===== src/rtl/countdown_sequencer.sv =====
// Countdown command sequencer: drives a generic register through load, per-tick
// decrement, detonate/disarm and clear, and reports the countdown status.
`ifndef REG_CTRL_WIDTH
`define REG_CTRL_WIDTH 2
`endif
`ifndef REG_CTRL_NOP
`define REG_CTRL_NOP 2'b00
`endif
`ifndef REG_CTRL_CLR
`define REG_CTRL_CLR 2'b01
`endif
`ifndef REG_CTRL_LD
`define REG_CTRL_LD 2'b10
`endif
`ifndef REG_CTRL_DEC
`define REG_CTRL_DEC 2'b11
`endif

module countdown_sequencer #(
  parameter int WIDTH    = 8,
  parameter int TICK_DIV = 50000000
) (
  input  logic                       clk,
  input  logic                       async_reset,
  input  logic                       arm,
  input  logic                       disarm,
  input  logic                       clear,
  input  logic [WIDTH-1:0]           load_value,
  input  logic [WIDTH-1:0]           reg_value,
  output logic [`REG_CTRL_WIDTH-1:0] reg_ctrl,
  output logic [WIDTH-1:0]           reg_data,
  output logic                       armed,
  output logic                       detonated,
  output logic                       disarmed
);

  localparam int PW = (TICK_DIV > 1) ? $clog2(TICK_DIV) : 1;
  localparam logic [PW-1:0]    PRESCALE_LAST = PW'(TICK_DIV - 1);
  localparam logic [PW-1:0]    PRESCALE_ONE  = PW'(1);
  localparam logic [WIDTH-1:0] VALUE_ONE     = WIDTH'(1);

  typedef enum logic [1:0] {
    IDLE     = 2'd0,
    ARMED    = 2'd1,
    FIRED    = 2'd2,
    DISARMED = 2'd3
  } state_t;

  state_t                     state, state_next;
  logic [PW-1:0]              prescaler, prescaler_next;
  logic [`REG_CTRL_WIDTH-1:0] ctrl_next;
  logic [WIDTH-1:0]           data_next;
  logic                       tick;

  assign tick = (prescaler == PRESCALE_LAST);

  always_ff @(posedge clk or negedge async_reset) begin
    if (!async_reset) begin
      state     <= IDLE;
      prescaler <= '0;
      reg_ctrl  <= `REG_CTRL_NOP;
      reg_data  <= '0;
      armed     <= 1'b0;
      detonated <= 1'b0;
      disarmed  <= 1'b0;
    end else begin
      state     <= state_next;
      prescaler <= prescaler_next;
      reg_ctrl  <= ctrl_next;
      reg_data  <= data_next;
      armed     <= (state_next == ARMED);
      detonated <= (state_next == FIRED);
      disarmed  <= (state_next == DISARMED);
    end
  end

  // Priority while counting is clear > disarm > tick; commands last one cycle.
  always_comb begin
    state_next     = state;
    prescaler_next = '0;
    ctrl_next      = `REG_CTRL_NOP;
    data_next      = reg_data;
    case (state)
      IDLE: begin
        if (clear) begin
          ctrl_next = `REG_CTRL_CLR;
        end else if (arm && (load_value != '0)) begin
          ctrl_next  = `REG_CTRL_LD;
          data_next  = load_value;
          state_next = ARMED;
        end
      end
      ARMED: begin
        if (clear) begin
          ctrl_next  = `REG_CTRL_CLR;
          state_next = IDLE;
        end else if (disarm) begin
          state_next = DISARMED;
        end else if (tick) begin
          if (reg_value != '0) ctrl_next = `REG_CTRL_DEC;
          if (reg_value <= VALUE_ONE) state_next = FIRED;
        end
        if (state_next == ARMED) prescaler_next = tick ? '0 : prescaler + PRESCALE_ONE;
      end
      FIRED, DISARMED: begin
        if (clear) begin
          ctrl_next  = `REG_CTRL_CLR;
          state_next = IDLE;
        end
      end
      default: state_next = IDLE;
    endcase
  end

endmodule

===== config.mk =====
export PLATFORM = sky130hd
export DESIGN_NAME = countdown_sequencer
export DESIGN_NICKNAME = d
export VERILOG_FILES = /design/src/rtl/countdown_sequencer.sv
export SDC_FILE = /design/constraint.sdc
export NUM_CORES = 1
export LEC_CHECK = 0
export CAP_MARGIN = 0
export CORE_ASPECT_RATIO = 1.4
export CORE_MARGIN = 4
export CORE_UTILIZATION = 47
export DETAILED_ROUTE_END_ITERATION = 8
export HOLD_SLACK_MARGIN = 0.05
export MAX_ROUTING_LAYER = met4
export PLACE_DENSITY = 0.83
export SYNTH_ARGS = -nofsm -noshare
export SYNTH_HDL_FRONTEND = slang
export SYNTH_SLANG_ARGS = --single-unit
export TNS_END_PERCENT = 50

===== constraint.sdc =====
create_clock -name clk -period 1.8 [get_ports clk]
set_input_delay 0.54 -clock clk [delete_from_list [all_inputs] [get_ports clk]]
set_output_delay 0.54 -clock clk [all_outputs]
set_load 0.01 [all_outputs]

==> flow_summary.json <==
{
  "drt_wl_total_um": 5440,
  "nets": 301,
  "grt_max_degree": 25,
  "routedWlPerCell_um": 16.7,
  "cpPeakStageDelay_ns": 0.59,
  "chipWidth_um": 63.7,
  "period_needed_ns": 1.84,
  "ctsLongestPathBuffers": 2,
  "crit_fanout": 5,
  "hold_buffers": 0,
  "yosys.area.top_type": "dfrtp_1",
  "violations": "setup timing",
  "final_common_cell": "dfrtp_1",
  "clk_pin_slew_ns": 0.08,
  "netlist_area_um2": 2040,
  "ir_worst_vdd_uv": 669,
  "final_max_slew_viol_count": 0,
  "grt_pass1_vias": 2026,
  "n_antenna_cell": 0,
  "startpoint_type": "flop",
  "fp.dieH_um": 85.9,
  "setup_viol": 7,
  "hold_ws_ns": 0.169,
  "start_util": 0.485,
  "path_cells": "buf_4 -> nand4_1 -> or4_4 -> or4_1 -> a21oi_1",
  "tightest_slew_ns": 0.428,
  "setup_ws_ns": -0.0408,
  "core_area_um2": 4200,
  "post-synth-top-area-fraction": 0.503,
  "path_class": "flop to flop",
  "skew_ns": 0.00387,
  "cp-end-kind": "flop",
  "p_leak_uw": 0.00122,
  "cts_tree": "built",
  "cts_root_buf": "clkbuf_8",
  "antenna_found_initial": 0,
  "synthArstFlopShare": 1.00,
  "yosys-top-cells-area": "dfrtp_1 (50%), nand2_1 (4.2%), nor2_1 (3.5%)",
  "htreeDepth": 2,
  "cts_sinks": 41,
  "slowest_stage": "or4_4",
  "cp_data_required_time_ns": 2.02,
  "portBuffers": 33,
  "syn_area_per_cell_um2": 9.81,
  "antenna_left": 0,
  "arrival_ns": 2.07,
  "p_per_area_nw_per_um2": 733,
  "power_uw": 2140,
  "synthesis.nets": 230,
  "final.setup.tns_ns": -0.109,
  "drtIter0Drc": 80,
  "hold_viol": 0,
  "status": "finished, violations left",
  "drc_errors": 0,
  "clkLatencyLatePin_ns": 0.30,
  "synthFlopType": "dfrtp_1",
  "syn2layout_area_growth_pct": 43.3,
  "grt_pass1_wl_um": 9240,
  "syn_inst": 208,
  "ys_warn_count": 0,
  "yosysSeqAreaShare": 0.503,
  "hold_class": "input pin to asynchronous set/reset pin",
  "gp_congestion": 0.804,
  "track_usage": 0.224,
  "fin_util": 0.695,
  "synth_cell_type_count": 38,
  "fmax_mhz": 543,
  "synth_seq_cells": 41,
  "period_share": 1.02,
  "via_per_inst": 6.08,
  "ios": 34,
  "die-area_um2": 5470,
  "cts_buffers": 5,
  "relSlewSlack": 0.715,
  "final_cell_mix": "dfrtp_1 (40), buf_4 (34), nand2_1 (23), nor2_1 (19), clkdlybuf4s50_1 (19)",
  "synth_edf_count": 0,
  "drive_above_1_share": 0.257,
  "vias": 1977,
  "grt-ovfl-total": 0,
  "rsz0062_at_grt": "true",
  "drt_pre_antenna_iters": 4,
  "rows": 28,
  "max_cap_violations": 0,
  "hpwl_um": 3850
}
-- layout make-up --
type                            instances  area (um2)
Clock inverter                          1        30.0
Tap cell                               45        56.3
Inverter                                3        11.3
Clock buffer                            7        86.3
Timing Repair Buffer                   70         618
Sequential cell                        41        1030
Multi-Input combinational cell        158        1090
Fill cell                             288        1280
-- synth_stat cells (5+ instances only) --
cell type and number:
dfrtp_1 41, nand2_1 23, nor2_1 19, nand3_1 14, a21oi_1 11, or3_1 9, or4_1 9, o31ai_1 8
nand4_1 7, o21ai_0 7, xnor2_1 6, and4_1 5, xor2_1 5
-- power by group --
group	switching, uW	internal [uW]
clock network	327	452
logic	142	201
registers	40.1	978
-- through the flow --
stage | worst slack (ns) | cell area [um2] | cells
2_1_floorplan | -0.131 | 2090 | 208
3_3_place_gp | -0.603 | 2720 | 314
3_5_place_dp | -0.637 | 2720 | 314
4_1_cts | -0.0552 | 2910 | 325
5_1_grt | -0.0916 | 2920 | 325
6_report | -0.0408 | 2920 | 325
-- what timing repair did --
item                                    4_1_cts  5_1_grt
gates resized for setup                      25        9
endpoints found under the setup margin       36       35
endpoints found under the hold margin         0        0
pin swaps                                     8        3
buffers inserted                              3        0
gates cloned                                  0        0
-- worst max-delay path: cells and delay by family (launching register included) --
kind	cells	cell delay (ns)
DFF	1	0.35
buffers and inverters	1	0.11
and+or+nand+nor	3	1.16
AOI/OAI and AO/OA	1	0.14
-- registers in the layout, indices dropped and copies added, names as in the netlist --
name	count
armed	1
detonated	1
disarmed	1
prescaler	26
reg_ctrl	2
reg_data	8
state	2
-- logic make-up (layout without fill, tap and decap cells) --
logic type,count (synthesis),after routing,share of synthesized area
buf+inv,9,81,0.0184
compound gates,36,36,0.117
fa+ha+maj,1,1,0.00613
flops,41,41,0.503
xor+xnor,11,11,0.0472
simple gates,106,106,0.286
mux,4,4,0.0221
-- per-layer routing --
layer / up-vias / global-route usage / part of all wire
met5: - / - / 0
met4: 0 / 0.104 / 0.035
met2: 63 / 0.405 / 0.54
met1: 981 / 0.232 / 0.38
li1: 912 / - / -
met3: 21 / 0.0419 / 0.036
-- worst paths after layout --
path,slack (ns),depth (start not counted),startpoint,endpoint
setup / recovery,-0.04,5,prescaler[7]$_DFF_PN0_,prescaler[23]$_DFF_PN0_
hold / removal,0.17,1,async_reset,prescaler[4]$_DFF_PN0_
setup reg to reg,-0.04,5,prescaler[7]$_DFF_PN0_,prescaler[23]$_DFF_PN0_
hold reg to reg,0.49,2,reg_data[1]$_DFFE_PN0P_,reg_data[1]$_DFFE_PN0P_
max in group asynchronous,1.16,2,async_reset,disarmed$_DFF_PN0_
min in group clk,0.49,2,reg_data[1]$_DFFE_PN0P_,reg_data[1]$_DFFE_PN0P_
(Power assumes the default switching activity.)
